[src/rtl/dmem_access_pkg.sv]
// Shared op codes, FSM state encodings and helpers for the DMEM access sequencer.
package dmem_access_pkg;

  typedef enum logic [1:0] {
    OP_LOAD  = 2'b00,
    OP_STORE = 2'b01,
    OP_INC   = 2'b10,
    OP_RSVD  = 2'b11
  } op_e;

  typedef enum logic [1:0] {
    S_IDLE   = 2'b00,
    S_ACCESS = 2'b01,
    S_WRITE  = 2'b10,
    S_RESP   = 2'b11
  } state_e;

  // Ops that sample DMEM during ACCESS.
  function automatic logic is_read_op(input op_e op);
    return (op == OP_LOAD) || (op == OP_INC);
  endfunction

endpackage

[src/rtl/dmem_access_ctrl.sv]
// Memory-stage sequencer: one LOAD/STORE/INC request in flight between execute,
// the 8-bit DMEM and writeback, with address bounds checking.
module dmem_access_ctrl
  import dmem_access_pkg::*;
#(
  parameter int unsigned DATA_W = 8,
  parameter int unsigned ADDR_W = 8,
  parameter int unsigned DEPTH  = 32
) (
  input  logic              clk,
  input  logic              reset,
  input  logic              req_valid,
  output logic              req_ready,
  input  logic [1:0]        req_op,
  input  logic [ADDR_W-1:0] req_addr,
  input  logic [DATA_W-1:0] req_wdata,
  output logic [ADDR_W-1:0] dmem_addr,
  output logic [DATA_W-1:0] dmem_wdata,
  output logic              dmem_read,
  output logic              dmem_write,
  input  logic [DATA_W-1:0] dmem_rdata,
  output logic              resp_valid,
  input  logic              resp_ready,
  output logic [DATA_W-1:0] resp_data,
  output logic              resp_err
);

  localparam logic [ADDR_W:0] DEPTH_EXT = (ADDR_W+1)'(DEPTH);

  state_e              state_q, state_d;
  op_e                 op_q;
  logic [ADDR_W-1:0]   addr_q;
  logic [DATA_W-1:0]   wdata_q;
  logic [DATA_W-1:0]   data_q;
  logic                err_q;
  logic                accept;
  logic                req_err;

  assign accept  = (state_q == S_IDLE) && req_valid;
  assign req_err = ({1'b0, req_addr} >= DEPTH_EXT) || (op_e'(req_op) == OP_RSVD);

  always_comb begin
    state_d = state_q;
    unique case (state_q)
      S_IDLE:   if (req_valid) state_d = S_ACCESS;
      S_ACCESS: begin
        if (!err_q && op_q == OP_INC) state_d = S_WRITE;
        else                          state_d = S_RESP;
      end
      S_WRITE:  state_d = S_RESP;
      S_RESP:   if (resp_ready) state_d = S_IDLE;
      default:  state_d = S_IDLE;
    endcase
  end

  always_ff @(posedge clk or negedge reset) begin
    if (!reset) begin
      state_q <= S_IDLE;
      op_q    <= OP_LOAD;
      addr_q  <= '0;
      wdata_q <= '0;
      data_q  <= '0;
      err_q   <= 1'b0;
    end else begin
      state_q <= state_d;
      if (accept) begin
        op_q    <= op_e'(req_op);
        addr_q  <= req_addr;
        wdata_q <= req_wdata;
        err_q   <= req_err;
      end
      // STORE and errored requests report zero data.
      if (state_q == S_ACCESS)
        data_q <= (!err_q && is_read_op(op_q)) ? dmem_rdata : '0;
    end
  end

  always_comb begin
    dmem_addr  = '0;
    dmem_wdata = '0;
    dmem_read  = 1'b0;
    dmem_write = 1'b0;
    unique case (state_q)
      S_ACCESS: begin
        dmem_addr = addr_q;
        if (!err_q) begin
          dmem_read = is_read_op(op_q);
          if (op_q == OP_STORE) begin
            dmem_write = 1'b1;
            dmem_wdata = wdata_q;
          end
        end
      end
      S_WRITE: begin
        dmem_addr  = addr_q;
        dmem_write = 1'b1;
        dmem_wdata = data_q + wdata_q;
      end
      default: ;
    endcase
  end

  assign req_ready  = (state_q == S_IDLE);
  assign resp_valid = (state_q == S_RESP);
  assign resp_data  = resp_valid ? data_q : '0;
  assign resp_err   = resp_valid && err_q;

endmodule

[config.mk]
export PLATFORM = sky130hd
export DESIGN_NAME = dmem_access_ctrl
export DESIGN_NICKNAME = d
export VERILOG_FILES = /design/src/rtl/dmem_access_pkg.sv /design/src/rtl/dmem_access_ctrl.sv
export SDC_FILE = /design/constraint.sdc
export NUM_CORES = 1
export LEC_CHECK = 0
export CELL_PAD_IN_SITES_DETAIL_PLACEMENT = 1
export CELL_PAD_IN_SITES_GLOBAL_PLACEMENT = 2
export CORE_MARGIN = 1.5
export CORE_UTILIZATION = 27
export DETAILED_ROUTE_END_ITERATION = 6
export PLACE_DENSITY = 0.78
export SLEW_MARGIN = 15
export SYNTH_ARGS = -nofsm -noshare
export SYNTH_HDL_FRONTEND = slang
export SYNTH_SLANG_ARGS = --single-unit
[constraint.sdc]
create_clock -name clk -period 2.4 [get_ports clk]
set_input_delay 0.36 -clock clk [delete_from_list [all_inputs] [get_ports clk]]
set_output_delay 0.36 -clock clk [all_outputs]
set_load 0.02 [all_outputs]
=== Yosys cells after proc, flatten, opt, wreduce, memory -nomap -nowiden ===
Cells that the tools add are included.

* Add/sub/neg operators: 1
* Order comparisons: 1
* Mux-type cells: 15
* Reductions and logical operators: 11
* Eq/ne operators: 8

{| class="wikitable"
|+ Operators with widths
! cell !! number
|-
| $mux W8 || 5
|-
| $pmux W8 S2 || 1
|-
| $add A8 B8 Y8 || 1
|-
| $eq A2 B2 Y1 const B || 4
|-
| $ge A8 B6 Y1 const B || 1
|-
| $pmux W2 S4 || 1
|-
| $mux W1 || 5
|-
| $eq A2 B1 Y1 const B || 2
|-
| $logic_and A1 B1 Y1 || 4
|-
| $logic_not A2 Y1 || 2
|-
| $mux W2 || 2
|-
| $logic_or A1 B1 Y1 || 2
|-
| $ne A2 B1 Y1 const B || 1
|-
| $ne A2 B2 Y1 const B || 1
|-
| $pmux W1 S2 || 1
|-
| $reduce_and A2 Y1 || 1
|-
| $reduce_or A2 Y1 || 1
|-
| $logic_not A1 Y1 || 1
|}

* Bits in registers: 29
* Output and inout port bits: 29

=== Depth between registers and ports, before layout ===
Gate-level depths: netlist (run 1).

* Word-level depth: 4
* Gate-level depth with buffers: 7

=== Worst setup path before layout (run 1) ===
No wires, ideal clock.

* Path kind: reg2out
* From: reg wdata_q[0]
* To: out dmem_wdata[6]
* Setup slack: 74 ps
* Stages on the path, launching flop included: 8
* Buffers on the path: 0
* Data arrival time: 1966 ps
* Path through: dfrtp_1 -> ha_1 -> fa_1 -> a21oi_1 -> o21ai_0 -> a21oi_1 -> xor2_1 -> o21ai_0

* Word-level cells in the longest chain between the ends: 2

{| class="wikitable"
|+ Ends and longest elaborated chain
! what !! line !! text
|-
| from (decl) || dmem_access_ctrl.sv:33 || <nowiki>logic [DATA_W-1:0] wdata_q;</nowiki>
|-
| from (signal assigned) || dmem_access_ctrl.sv:69 || <nowiki>wdata_q <= req_wdata;</nowiki>
|-
| $add A8 B8 Y8 || dmem_access_ctrl.sv:97 || <nowiki>dmem_wdata = data_q + wdata_q;</nowiki>
|-
| $pmux W8 S2 || dmem_access_ctrl.sv:83 || <nowiki>unique case (state_q)</nowiki>
|-
| to (decl) || dmem_access_ctrl.sv:18 || <nowiki>output logic [DATA_W-1:0] dmem_wdata,</nowiki>
|}

Every way passes these cells.

=== Worst setup path in the final report (run 1) ===
Ends and elaborated chain as after synthesis.

==> results.cfg, run 1 <==
[run_status]
violations = negative setup slack
status = finished, violations left

[cts]
cts_tree = built
root_buffer = clkbuf_8
clk_pin_slew_ns = 0.07
h-tree-depth = 2
clock-sinks = 29
worstSkewPairLatency_ns = 0.28
max-clock-path-buffers = 2
cts_inserted_buffers = 5

[synth]
yosys_warnings = 0
syn_area_um2 = 1710
synth_edf_count = 0
synth.top_cell.area_share_pct = 42.4
synth_largest_area_cell = dfrtp_1
synth-seq-area-share_pct = 42.4
ys_ff_latch = 29
ys.flop_type = dfrtp_1
syn_inst = 167
async_reset_ff_share_pct = 100
synth_nets = 209
synthTopCellsByArea = dfrtp_1 42%, mux2_2 13%, ha_1 8.0%
avgSynthCellArea_um2 = 10.2
synth.distinct_cells = 30

[global_routing]
grtUsageTotal_pct = 14.8
grt_max_degree = 30
grt_pass1_wl_um = 7510
grt-ovfl-total = 0
grt_pass1_vias = 1575
antenna_found_initial = 0

[timing]
fin_skew_ns = 0.00877
finalHoldViolCount = 0
max_slew_margin_pct = 73.0
layout_min_cycle_time_ns = 2.47
tightest_slew_ns = 0.395
slew_violations = 0
timing.fmax_ghz = 0.406
setup_slack_ns = -0.0656
fin_crit_sh_pct = 103
setup_viol = 2
rsz0062_at_grt = yes
fin_setup_tns_ns = -0.0846

[worst_setup_path]
crit_chain = ha_2 > fa_2 > a21oi_2 > o21ai_1 > a21oi_1 > xor2_1 > o21ai_1 > buf_4
cp_data_arrival_time_ns = 2.11
crit_path_max_incr_delay_ns = 0.40
cp-end-kind = primary output
path_class = register to primary output
r2r_slack_ns = 0.82
crit_path_start = wdata_q[0]$_DFFE_PN0P_
cp_num_buf_inv = 1
crit_top_cell = o21ai_1
worst_path_max_delay_cell = dfrtp_1
worstSetupStartpointType = register
timing.rr.start = state_q[1]$_DFFE_PN0P_
cp_max_fo = 2
crit_family = adder cells
required_ns = 2.04

[route]
avgRoutedWirePerCell_um = 13.9
dr.pass1.iters = 4
drc_errors = 0
num_vias = 1536
via_per_inst = 4.64
antenna_left = 0
drt-total-wl_um = 4590
drtIter0Drc = 23

[layout]
fillers = 686
syn_to_final_growth_pct = 56.7
fin_cells = 331
multi_input_area_um2 = 938
fin_nets = 297
regArea_um2 = 727
n_antenna_cell = 0
final_cell_mix = 41 x clkdlybuf4s50_1, 30 x buf_4, 28 x dfrtp_1, 19 x mux2_2, 18 x and2_1
final_common_cell = clkdlybuf4s50_1
drive_gt1_share_pct = 27.3

[placed_design]
place.port_buffers = 58
gp_congestion = 0.784
hpwl_um = 3500
pre_cts_ws_ns = -0.326
placedCellCount = 318

[floorplan]
initial_core_util_pct = 28.4
core-area_um2 = 6030
die_y_um = 82.6
die_area_um2 = 6820
die_w_um = 82.6
fp-row-count = 28
boundaryPins = 59

[power]
power_density_nw_per_um2 = 1460
total_leakage_power_nw = 1.21
ir_drop_mv = 0.642

[hold_path]
min-delay-path-class = input port to asynchronous set/reset pin

[run]
cap_violations = 0
## cell type report
type	count	share of cell area [%]
well taps	75	3.50
multi-input cells	120	35.0
flip-flops and latches	29	27.1
inverters	14	1.96
clock buffers	6	3.08
repair buffers	85	27.9
clock inverters	2	1.40
## sequential cells by signal (all words and copies together) (netlist names)
register and flops:
wdata_q 8, op_q 2, addr_q 8, data_q 8, err_q 1, state_q 2
## metrics by stage
step | utilization, % | hold WS, ns | area [um^2] | power [mW]
6_report | 44.5 | 0.467 | 2680 | 3.92
5_1_grt | 44.5 | 0.518 | 2680 | 4.26
4_1_cts | 43.5 | 0.472 | 2620 | 3.88
3_5_place_dp | 42.0 | 0.491 | 2530 | 3.41
3_3_place_gp | 42.0 | 0.480 | 2530 | 3.37
2_1_floorplan | - | 0.0644 | 1710 | 2.33
## layer usage
metal  GRT usage [%]  up-vias  wire length [um]
li1                -      740                 -
met1            18.3      747              1940
met2            25.6       42              2320
met3            3.52        7               286
met4            4.00        0                46
met5               0        -                 0
## worst register-to-register path, stage by stage, from the launching register on
cell and delay (ns):
dfrtp_1 0.35, buf_4 0.12, ha_1 0.34, nand2b_1 0.14
o21ai_0 0.15, mux2_2 0.37
## repair_timing
item,4_1_cts,5_1_grt
setup endpoints to repair,17,7
hold buffers,0,0
buffers inserted,1,4
pin swaps,1,9
resized for setup,41,12
## logic make-up after synthesis
kind of cell	count (synthesis)	synth area share, %
and+or+nand+nor	46	15.1
AOI/OAI and AO/OA	36	13.0
DFF	29	42.4
muxes	19	12.5
buffers and inverters	18	4.17
adders and majority gates	12	9.22
xor gates and xnor gates	7	3.58
## power by group
part / total, mW / switching, mW / internal [mW] / leakage [nW]
Clock: 0.543 / 0.205 / 0.337 / 0.0574
Combinational: 2.44 / 1.19 / 1.25 / 0.796
Sequential: 0.935 / 0.195 / 0.741 / 0.355
## synthesized netlist by cell type, types with 3 or more instances
library cell / n
a22oi_1: 5
ha_1: 11
nor2b_1: 4
dfrtp_1: 29
and2_1: 18
nand2_1: 16
a21oi_1: 5
inv_1: 14
o21ai_0: 17
xnor2_1: 4
xor2_1: 3
mux2_2: 19
## path summary, 6_finish.rpt
| kind | cells after the start | endpoint |
|---|---|---|
| worst max register to register | 5 | state_q[1]$_DFFE_PN0P_ |
| worst min-delay path | 2 | op_q[0]$_DFFE_PN0P_ |
| worst max-delay path | 8 | dmem_wdata[6] |
| max in group asynchronous | 2 | wdata_q[1]$_DFFE_PN0P_ |
| min in group clk | 1 | addr_q[3]$_DFFE_PN0P_ |
| worst min register to register | 1 | addr_q[3]$_DFFE_PN0P_ |
Note: power is estimated with default switching activity, not from simulation.
==> inputs of run 2 (changes only) <==
ABC_AREA = 1   (was unset)
ABC_CLOCK_PERIOD_IN_PS = 2400   (was unset)
CORE_UTILIZATION = 25   (was 27)
PLACE_DENSITY = 0.79   (was 0.78)
==> results.cfg, run 2 <==
[run_status]
status = finished clean

[power]
power_density_nw_per_um2 = 1150
ir_drop_mv = 0.508
total_leakage_power_nw = 1.58
power.total_mw = 3.14

[layout]
fin_util_pct = 40.0
final_area_um2 = 2730
fin_cells = 415
final_cell_mix = 93 x nand2_1, 41 x clkdlybuf4s50_1, 35 x inv_1, 29 x dfrtp_1, 22 x buf_4
reg_top3 = addr_q x8, data_q x8, wdata_q x8
syn_to_final_growth_pct = 52.9
n_antenna_cell = 0
fin_nets = 360
fillers = 851
final_common_cell = nand2_1
drive_gt1_share_pct = 18.2

[timing]
fin_skew_ns = 0.00877
finalHoldViolCount = 0
slew_violations = 0
fin_crit_sh_pct = 95.9
max_slew_margin_pct = 73.4
layout_min_cycle_time_ns = 2.30
timing.fmax_ghz = 0.434
rsz0062_at_grt = yes
setup_viol = 0
setup_slack_ns = 0.0984
tightest_slew_ns = 0.399

[synth]
synth-seq-area-share_pct = 40.6
ys_ff_latch = 29
synth_edf_count = 0
ys.flop_type = dfrtp_1
synth_most_common_cell = nand2_1
avgSynthCellArea_um2 = 7.53
syn_inst = 237
yosys-top-cells-count = 93 x nand2_1, 36 x inv_1, 29 x dfrtp_1
synth_largest_area_cell = dfrtp_1
synthTopCellsByArea = dfrtp_1 41%, nand2_1 20%, ha_1 7.7%
synth.distinct_cells = 22
async_reset_ff_share_pct = 100
synth.top_cell.area_share_pct = 40.6
synth_nets = 279
syn_area_um2 = 1790
yosys_warnings = 0

[cts]
cts_setup_buffers = 0
max-clock-path-buffers = 2
clk_pin_slew_ns = 0.07
worstSkewPairLatency_ns = 0.29
cts_tree = built
clock-sinks = 29
h-tree-depth = 2
cts_inserted_buffers = 5
root_buffer = clkbuf_8

[worst_setup_path]
worst_path_max_delay_cell = fa_2
timing.rr.start = state_q[0]$_DFFE_PN0P_
worstSetupStartpointType = register
cp-end-kind = primary output
r2r_cells = 6
crit_path_max_incr_delay_ns = 0.52
required_ns = 2.04
worstReg2RegEnd = err_q$_DFFE_PN0P_
cp_data_arrival_time_ns = 1.94
path_class = register to primary output
crit_chain = ha_2 > fa_2 > nand2_1 > a21oi_1 > clkdlybuf4s15_1
cp_max_fo = 2
r2r_slack_ns = 0.94

[route]
route.met2.wl_um = 2900
drtIter0Drc = 70
dr.pass1.iters = 4
avgRoutedWirePerCell_um = 13.3
num_vias = 1776
drc_errors = 0
routed-wl-met3_um = 250
antenna_left = 0
wl_met1_um = 2360
drt-total-wl_um = 5530
via_per_inst = 4.28
top_layer_used = met4

[hold_path]
min-delay-path-class = input port to asynchronous set/reset pin

[floorplan]
die_area_um2 = 7660
boundaryPins = 59
initial_core_util_pct = 26.1
core-area_um2 = 6830
die_y_um = 87.5
fp-row-count = 30
die_w_um = 87.5

[global_routing]
grt_pass1_wl_um = 9320
grt_max_degree = 30
grt-ovfl-total = 0
antenna_found_initial = 0
grtUsageTotal_pct = 16.0
grt_pass1_vias = 1972

[placed_design]
pre_cts_ws_ns = -0.136
hpwl_um = 4170
placedCellCount = 407
place.port_buffers = 58
dpl_cell_area_um2 = 2620
gp_congestion = 0.730

[run]
cap_violations = 0
-- run 2: cell types whose count changed after synthesis, moves of 5 or more --
cell	previous run	this run
nand2_1	16	93
inv_1	14	36
mux2_2	19	0
and2_1	18	0
o21ai_0	17	8
a22o_1	0	8
a21oi_1	5	12
a21oi_2	0	6
nand2_2	0	6
a22oi_1	5	0
nand3_2	0	5
-- run 2: cell type report --
cell class	count	area [um^2]	share of cell area (%)
Tap cell	96	120	4.40
Multi-Input combinational cell	163	891	32.6
Inverter	40	150	5.50
Timing Repair Buffer	79	728	26.7
Clock buffer	5	68.8	2.52
Clock inverter	3	46.3	1.70
Sequential cell	29	726	26.6
-- run 2: stage by stage --
| stage | setup TNS, ns | hold slack, ns |
|---|---|---|
| final | 0 | 0.457 |
| after global placement | -0.0980 | 0.464 |
| after floorplan | 0 | 0.0644 |
| after detailed placement | -0.151 | 0.475 |
| after global routing | -0.0630 | 0.496 |
| after CTS | 0 | 0.469 |
-- run 2: critical path, delay by kind of cell, from the launching register on --
family / cells / cell delay [ns]
fa+ha+maj: 2 / 0.72
flops: 1 / 0.38
buf+inv: 1 / 0.33
compound gates: 1 / 0.18
simple gates: 1 / 0.05
-- run 2: cell families (layout without fill, tap and decap cells) --
group	count (synthesis)	after routing	synth area share, %
adder cells (fa/ha/maj)	12	12	8.83
flip-flops	29	29	40.6
buffers and inverters	45	127	9.88
AO/OA/AOI/OAI	35	35	12.8
XOR/XNOR	1	1	0.491
AND/OR/NAND/NOR	115	115	27.3
-- run 2: worst max-delay path by stage --
| stage | end | slack [ns] | startpoint | cells after the start |
|---|---|---|---|---|
| 2_1_floorplan | dmem_wdata[6] | 0.41 | wdata_q[0]$_DFFE_PN0P_ | 9 |
| 3_3_place_gp | dmem_wdata[6] | -0.1 | wdata_q[0]$_DFFE_PN0P_ | 10 |
| 3_5_place_dp | dmem_wdata[6] | -0.14 | wdata_q[0]$_DFFE_PN0P_ | 10 |
| 4_1_cts | dmem_wdata[5] | 0.005 | wdata_q[2]$_DFFE_PN0P_ | 9 |
| 5_1_grt | dmem_wdata[6] | -0.04 | wdata_q[0]$_DFFE_PN0P_ | 10 |
| 6_report | dmem_wdata[1] | 0.1 | wdata_q[0]$_DFFE_PN0P_ | 5 |
-- run 2: power breakdown --
part           total [mW]  switching, mW  internal, mW
sequential          0.822          0.138         0.684
clock               0.521          0.211         0.310
combinational        1.80           1.04         0.758
-- run 2: repair_timing --
action	in CTS	in global routing
endpoints found under the setup margin	9	14
hold buffers	0	0
pin swaps	0	0
gates resized for setup	23	16
hold endpoints to repair	0	0
-- run 2: metal layers --
metal / vias to the layer above / track usage, %
met5: - / 0
met3: 4 / 3.79
met1: 841 / 18.8
met2: 39 / 29.2
met4: 0 / 3.46
li1: 892 / -
==> inputs of run 3 (changes only) <==
CORE_MARGIN = unset   (was 1.5)
==> results.cfg, run 3 (synthesized netlist as in run 2, its figures left out) <==
[global_routing]
grt_pass1_vias = 1941
grtUsageTotal_pct = 16.4
grt_pass1_wl_um = 9210
grt_max_degree = 30
grt-ovfl-total = 0
antenna_found_initial = 0

[cts]
max-clock-path-buffers = 2
cts_tree = built
clock-sinks = 29
h-tree-depth = 2
clk_pin_slew_ns = 0.07
worstSkewPairLatency_ns = 0.29
root_buffer = clkbuf_8
cts_inserted_buffers = 5

[power]
power_switching_share_pct = 45.4
p_int_mw = 1.67
power.share.clock_pct = 13.3
seqPwrFrac_pct = 26.8
power.total_mw = 3.07
total_leakage_power_nw = 1.57
ir_drop_mv = 0.437
power_density_nw_per_um2 = 1120
p_sw_mw = 1.39
p_comb_share_pct = 59.9

[worst_setup_path]
cp_max_fo = 2
worstSetupStartpointType = register
required_ns = 2.04
r2r_slack_ns = 0.73
cp-end-kind = primary output
path_class = register to primary output
cp_data_arrival_time_ns = 1.95

[route]
drtIter0Drc = 63
route.met2.wl_um = 2860
routed-wl-met3_um = 245
drt-total-wl_um = 5450
wl_met1_um = 2260
num_vias = 1799
antenna_left = 0
dr.pass1.iters = 4
drc_errors = 0
via_per_inst = 4.32
top_layer_used = met4
avgRoutedWirePerCell_um = 13.1

[placed_design]
hpwl_um = 4170
gp_congestion = 0.766
place.port_buffers = 58
pre_cts_ws_ns = -0.143

[timing]
max_slew_margin_pct = 73.0
setup_viol = 0
timing.hold.ws_ns = 0.461
setup_slack_ns = 0.0916
rsz0062_at_grt = yes
finalHoldViolCount = 0
fin_skew_ns = 0.00960
tightest_slew_ns = 0.406
timing.fmax_ghz = 0.433
fin_crit_sh_pct = 96.2
slew_violations = 0
layout_min_cycle_time_ns = 2.31

[layout]
fillers = 861
drive_gt1_share_pct = 20.6
n_antenna_cell = 0
final_common_cell = nand2_1
fin_util_pct = 40.2
syn_to_final_growth_pct = 54.0
final_cell_mix = 91 x nand2_1, 41 x clkdlybuf4s50_1, 35 x inv_1, 29 x dfrtp_1, 23 x buf_4
fin_nets = 361
reg_top3 = addr_q x8, data_q x8, wdata_q x8

[run]
cap_violations = 0

[floorplan]
core-area_um2 = 6830
die_w_um = 86.5
fp-row-count = 30
die_y_um = 86.5
boundaryPins = 59
die_area_um2 = 7480
initial_core_util_pct = 26.1

[hold_path]
min-delay-path-class = input port to asynchronous set/reset pin

[run_status]
status = finished clean
## run 3: changes by cell type in the layout (fill, tap and decap cells not counted), moves of 2 or more
cell	delta
nand2_2	+2
nand3_2	+2
nand3_1	-2
clkinv_2	+2
nand2_1	-2
ha_1	-3
ha_2	+2
## run 3: per-layer routing
metal  vias up  track usage, %
met5         -               0
met4         0            5.30
met3         8            4.29
met2        41            29.8
met1       855            18.6
li1        895               -
## run 3: worst max-delay path, cell delays in order (launching register included)
cell             delay [ns]
dfrtp_1                0.39
ha_2                   0.20
fa_2                   0.53
nand2_1                0.05
a21oi_1                0.16
clkdlybuf4s15_1        0.32
## run 3: worst paths after layout
kind	to	start	cells after the start
max	dmem_wdata[1]	wdata_q[0]$_DFFE_PN0P_	5
min	addr_q[2]$_DFFE_PN0P_	reset	2
max reg2reg	wdata_q[7]$_DFFE_PN0P_	state_q[0]$_DFFE_PN0P_	6
min reg2reg	addr_q[3]$_DFFE_PN0P_	addr_q[3]$_DFFE_PN0P_	2
max in group asynchronous	addr_q[5]$_DFFE_PN0P_	reset	2
min in group clk	addr_q[3]$_DFFE_PN0P_	addr_q[3]$_DFFE_PN0P_	2
## run 3: power groups by stage
stage | clock, mW | combinational, mW | sequential (mW)
2_1_floorplan | 0 | 1.05 | 0.806
3_3_place_gp | 0 | 1.83 | 0.817
3_5_place_dp | 0 | 1.86 | 0.829
4_1_cts | 0.420 | 1.85 | 0.822
5_1_grt | 0.444 | 2.05 | 0.850
6_report | 0.408 | 1.84 | 0.823
## run 3: per-stage QoR
step | TNS (ns) | cells | cell area [um^2]
after floorplan | 0 | 237 | 1790
after global placement | -0.103 | 407 | 2620
after detailed placement | -0.175 | 407 | 2620
after CTS | 0 | 415 | 2700
after global routing | -0.0427 | 416 | 2750
final | 0 | 416 | 2750
## run 3: cell type report
class / instances / area, um^2 / area share, %
repair buffers: 80 / 743 / 27.0
inverters: 40 / 154 / 5.60
clock buffers: 6 / 72.6 / 2.64
well taps: 96 / 120 / 4.37
flip-flops and latches: 29 / 726 / 26.4
multi-input cells: 163 / 923 / 33.6
clock inverters: 2 / 10.0 / 0.364
## run 3: timing repair
| item | 4_1_cts | 5_1_grt |
|---|---|---|
| setup endpoints to repair | 11 | 18 |
| pin swaps | 0 | 5 |
| resized for setup | 21 | 26 |
| hold buffers | 0 | 0 |
| buffers inserted | 0 | 1 |
